File: src/rtl/int_controller_pkg.sv
// Shared definitions for the interrupt controller.
//   - ic_state_e : 2-bit encodings of the request/service handshake states
//   - IC_NSRC_DEFAULT : default number of interrupt sources
package int_controller_pkg;

  localparam int unsigned IC_NSRC_DEFAULT = 4;

  typedef enum logic [1:0] {
    IC_IDLE    = 2'd0,
    IC_REQ     = 2'd1,
    IC_SERVICE = 2'd2
  } ic_state_e;

endpackage

File: src/rtl/prio_enc.sv
// Lowest-index-wins priority encoder. Reusable by any arbiter that
// needs a fixed-priority pick.
//   req_i   : request vector, bit 0 is highest priority
//   idx_o   : index of the lowest set bit (0 when none set)
//   valid_o : at least one request is set
module prio_enc
  import int_controller_pkg::*;
#(
  parameter int unsigned NSRC  = IC_NSRC_DEFAULT,
  parameter int unsigned VEC_W = 2
) (
  input  logic [NSRC-1:0]  req_i,
  output logic [VEC_W-1:0] idx_o,
  output logic             valid_o
);

  // Scan from the top down so the last hit, the lowest index, wins.
  always_comb begin
    idx_o   = '0;
    valid_o = 1'b0;
    for (int i = int'(NSRC) - 1; i >= 0; i--) begin
      if (req_i[i]) begin
        idx_o   = VEC_W'(i);
        valid_o = 1'b1;
      end
    end
  end

endmodule

File: src/rtl/int_controller.sv
// Interrupt controller between peripheral interrupt sources and the CPU.
// Rising edges of each source latch into a pending register, a CPU-written
// mask filters them, a fixed-priority pick selects one source, and a
// request / acknowledge / end-of-interrupt handshake presents its vector.
// One interrupt in service at a time, no nesting.
//   clk, clr       : clock, asynchronous active-high reset
//   global_int_en  : CPU global interrupt enable
//   irq_src        : raw source levels (already synchronous to clk)
//   mask_we/wdata  : mask write strobe and data (1 = masked)
//   mask_q         : current mask
//   pending_q      : current pending bits
//   cpu_irq        : request to the CPU (state REQ)
//   cpu_ack        : CPU accepts the request
//   cpu_eoi        : CPU finished the handler
//   int_vec        : index of the requested / in-service source
//   int_active     : an interrupt is in service (state SERVICE)
module int_controller
  import int_controller_pkg::*;
#(
  parameter int unsigned NSRC  = IC_NSRC_DEFAULT,
  // Must equal clog2(NSRC), minimum 1.
  parameter int unsigned VEC_W = 2
) (
  input  logic             clk,
  input  logic             clr,
  input  logic             global_int_en,
  input  logic [NSRC-1:0]  irq_src,
  input  logic             mask_we,
  input  logic [NSRC-1:0]  mask_wdata,
  output logic [NSRC-1:0]  mask_q,
  output logic [NSRC-1:0]  pending_q,
  output logic             cpu_irq,
  input  logic             cpu_ack,
  input  logic             cpu_eoi,
  output logic [VEC_W-1:0] int_vec,
  output logic             int_active
);

  ic_state_e        state_q, state_d;
  logic [VEC_W-1:0] vec_q, vec_d;
  logic [NSRC-1:0]  prev_q, prev_d;
  logic [NSRC-1:0]  pending_d;
  logic [NSRC-1:0]  mask_d;

  logic [NSRC-1:0]  irq_rise;
  logic [NSRC-1:0]  ack_clr;
  logic [NSRC-1:0]  eligible;
  logic [VEC_W-1:0] win_idx;
  logic             win_valid;

  // ---------------------------------------------------------------------
  // Edge detect, pending, mask
  // ---------------------------------------------------------------------
  always_comb begin
    irq_rise = irq_src & ~prev_q;
    ack_clr  = '0;
    if ((state_q == IC_REQ) && cpu_ack) begin
      ack_clr = NSRC'(1) << vec_q;
    end
    // Set is applied after clear so a same-cycle re-edge is not lost.
    pending_d = (pending_q & ~ack_clr) | irq_rise;
    mask_d    = mask_we ? mask_wdata : mask_q;
    prev_d    = irq_src;
    eligible  = pending_q & ~mask_q;
  end

  always_ff @(posedge clk or posedge clr) begin
    if (clr) begin
      prev_q    <= '0;
      pending_q <= '0;
      mask_q    <= '0;
    end else begin
      prev_q    <= prev_d;
      pending_q <= pending_d;
      mask_q    <= mask_d;
    end
  end

  prio_enc #(
    .NSRC  (NSRC),
    .VEC_W (VEC_W)
  ) u_prio_enc (
    .req_i   (eligible),
    .idx_o   (win_idx),
    .valid_o (win_valid)
  );

  // ---------------------------------------------------------------------
  // Handshake FSM
  // ---------------------------------------------------------------------
  always_ff @(posedge clk or posedge clr) begin
    if (clr) begin
      state_q <= IC_IDLE;
      vec_q   <= '0;
    end else begin
      state_q <= state_d;
      vec_q   <= vec_d;
    end
  end

  always_comb begin
    state_d = state_q;
    vec_d   = vec_q;
    case (state_q)
      IC_IDLE: begin
        if (global_int_en && win_valid) begin
          state_d = IC_REQ;
          vec_d   = win_idx;
        end
      end
      IC_REQ: begin
        // Vector stays frozen; ack beats abort when both occur.
        if (cpu_ack) begin
          state_d = IC_SERVICE;
        end else if (!global_int_en || !eligible[vec_q]) begin
          state_d = IC_IDLE;
        end
      end
      IC_SERVICE: begin
        if (cpu_eoi) begin
          state_d = IC_IDLE;
        end
      end
      default: state_d = IC_IDLE;
    endcase
  end

  // Outputs decode only from registers.
  always_comb begin
    cpu_irq    = (state_q == IC_REQ);
    int_active = (state_q == IC_SERVICE);
    int_vec    = vec_q;
  end

endmodule

File: config.mk
export PLATFORM = sky130hd
export DESIGN_NAME = int_controller
export DESIGN_NICKNAME = d
export VERILOG_FILES = /design/src/rtl/int_controller_pkg.sv /design/src/rtl/prio_enc.sv /design/src/rtl/int_controller.sv
export SDC_FILE = /design/constraint.sdc
export NUM_CORES = 1
export LEC_CHECK = 0
export ABC_CLOCK_PERIOD_IN_PS = 1200
export CAP_MARGIN = 20
export CORE_MARGIN = 3
export CORE_UTILIZATION = 30
export DETAILED_ROUTE_END_ITERATION = 10
export PLACE_DENSITY = 0.6
export SKIP_CTS_REPAIR_TIMING = 1
export SYNTH_ARGS = -nofsm -noshare
export SYNTH_HDL_FRONTEND = slang
export SYNTH_SLANG_ARGS = --single-unit
File: constraint.sdc
create_clock -name clk -period 1.2 [get_ports clk]
set_clock_uncertainty 0.1 [all_clocks]
set_input_delay 0.24 -clock clk [delete_from_list [all_inputs] [get_ports clk]]
set_output_delay 0.24 -clock clk [all_outputs]
set_load 0.05 [all_outputs]
==> impl_metrics.ini <==
[status]
status = finished, violations left
violations = negative setup slack

[placed_design]
portBuffers = 25
dpl-instance-area_mm2 = 0.00126
hpwl_um = 1270
gp_congestion = 0.773

[final_layout]
syn2layout_area_growth_pct = 107
finalInstanceArea_mm2 = 0.00143
drive_gt1_share_pct = 61.9
fill_cells = 158
diodes = 0
fin_nets = 128

[global_routing]
antenna_found_initial = 0
grt_max_degree = 17
grtUsageTotal_pct = 12.9
grt_pass1_wl_um = 2660
grt.overflow.total = 0
grt_pass1_vias = 633

[sta]
fin_crit_sh_pct = 129
fin_crit_ns = 1.55
hold_violations = 0
slew_headroom_pct = 75.2
setup_violations = 19
rsz0062_at_grt = yes
max_freq_ghz = 0.646
layout_setup_ws_ns = -0.348
finalMaxSlewViolations = 0
worst_pin_slew_ns = 0.372

[clock_network]
cts_tree = done
cts.clk_slew.worst_paths_ns = 0.10
clock_sinks = 16
clkLatencyLatePin_ns = 0.28
root_buffer = clkbuf_4
cts_made_buffers = 3
clockBufferDepth = 2
htreeDepth = 1

[critical_path]
worstReg2RegEnd = int_vec[0]
path_class = reg -> out
cp-startpoint = state_q[1]
rrSetupSlack_ns = -0.22
crit_required_ns = 0.86
start_kind = flip-flop
rr_startpoint = state_q[0]
crit_end = cpu_irq
worstPathArrival_ns = 1.21
cp_max_fo = 4
crit_path_end_kind = output port
rr_worst_depth = 4

[power_and_ir_drop]
p_per_area_mw_per_mm2 = 2180
finalPower_mw = 3.13
p_leak_nw = 0.647
max-vdd-ir-drop_uv = 1260

[logic_synthesis]
ys_types = 20
synth_fp_nets = 71
seq_area_frac_synth_pct = 58.0
avgSynthCellArea_um2 = 12.1
syn_inst = 57
synth_seq_cells = 16
yosysWarnings = 0
synthesis.area_um2 = 691

[die]
die_y_um = 54.0
row_count = 16
core_mm2 = 0.00206
io_pins = 26
start_util_pct = 33.5
die_area_mm2 = 0.00291
die_w_um = 54.0

[detailed_routing]
drtIter0Drc = 2
vias = 635
viasPerCell = 4.54
drc = 0
drtAntennaViolNets = 0
drt_pre_antenna_iters = 3
wl_um = 1770
wl_per_cell_um = 12.7

[flow_run]
cap_violations = 0

[min_path]
min_path_type = in -> async
[registers in the layout, summed over array words and instances (netlist names)]
| register | count |
|---|---|
| mask_q | 4 |
| pending_q | 4 |
| prev_q | 4 |
| int_vec | 2 |
| state_q | 2 |
[worst max-delay path, stage by stage, from the launching register on]
cell	delay, ns
dfrtp_1	0.43
buf_6	0.14
and2b_2	0.24
buf_12	0.14
[synthesized netlist by cell type]
| cell type | count | share of area [%] |
|---|---|---|
| a21oi_1 | 2 | 1.4 |
| inv_1 | 6 | 3.3 |
| and2b_2 | 1 | 1.3 |
| o21ai_1 | 2 | 1.4 |
| mux2_2 | 4 | 6.5 |
| nand2_1 | 1 | 0.54 |
| mux4_2 | 1 | 3.3 |
| nor2b_1 | 1 | 0.91 |
| o21ai_0 | 6 | 4.3 |
| dfrtp_1 | 16 | 58 |
| o31ai_1 | 2 | 2.2 |
| nand2b_1 | 5 | 4.5 |
| or3b_4 | 1 | 1.6 |
| and4_1 | 1 | 1.3 |
| a2bb2oi_1 | 2 | 2.5 |
| o22ai_2 | 1 | 1.8 |
| inv_2 | 1 | 0.54 |
| nor3b_1 | 1 | 1.1 |
| nand4b_1 | 1 | 1.3 |
| nand3b_1 | 2 | 2.2 |
[cells by family after synthesis]
kind of cell	count (synthesis)	share of synthesized area, %
buf+inv	7	3.80
mux	5	9.78
flops	16	58.0
compound gates	15	13.8
simple gates	14	14.7
[layout by cell type, fill, tap and decap left out]
cell,n
buf_4,17
clkdlybuf4s50_1,13
buf_12,12
dfrtp_2,10
buf_6,10
o21ai_1,6
dfrtp_1,6
inv_1,5
mux2_2,4
nand2b_4,4
clkbuf_4,3
nand3b_1,2
o21ai_0,2
inv_2,2
a21oi_2,2
nand2b_1,1
nand4b_1,1
o31ai_1,1
o31ai_4,1
and2b_2,1
or3b_4,1
and4_1,1
mux4_2,1
o22ai_2,1
nor2b_1,1
nor3b_1,1
a2bb2oi_1,1
nand2_1,1
a2bb2oi_2,1
clkbuf_1,1
[through the flow]
stage / std cells / hold WS (ns) / TNS [ns] / setup slack (ns) / util [%]
floorplan: 57 / 0.0531 / -0.289 / -0.214 / -
global placement: 126 / 0.294 / -2.57 / -0.387 / 61.3
detailed placement: 126 / 0.299 / -2.84 / -0.432 / 61.3
CTS: 130 / 0.150 / -2.47 / -0.369 / 62.6
global route: 140 / 0.163 / -3.06 / -0.389 / 69.4
finish: 140 / 0.148 / -2.16 / -0.348 / 69.4
[worst min-delay path by stage]
stage	to	cells after the start	from
6_report	mask_q[2]	3	clr
5_1_grt	prev_q[3]	3	clr
4_1_cts	mask_q[2]	3	clr
3_5_place_dp	pending_q[1]	1	prev_q[1]
3_3_place_gp	pending_q[1]	1	prev_q[1]
2_1_floorplan	prev_q[0]	1	clr
[per-layer routing]
metal | track usage [%] | wire (um) | vias to the layer above
li1 | - | - | 315
met1 | 13.6 | 688 | 300
met2 | 22.4 | 938 | 18
met3 | 4.99 | 129 | 2
met4 | 6.22 | 17 | 0
met5 | 0 | 0 | -
[where the power goes]
group / internal, mW / total (mW) / switching (mW) / leakage [nW]
combinational: 1.13 / 2.04 / 0.906 / 0.460
sequential: 0.678 / 0.804 / 0.127 / 0.172
clock: 0.129 / 0.287 / 0.158 / 0.0150
total: 1.94 / 3.13 / 1.19 / 0.647
[layout make-up]
cell class	count	area (um^2)	share of cell area [%]
clock buffers	4	26.3	1.84
inverters	7	26.3	1.84
repair buffers	52	611	42.7
multi-input cells	34	322	22.5
well taps	27	33.8	2.36
flip-flops and latches	16	413	28.8
Note: power is estimated with default switching activity, not from simulation.
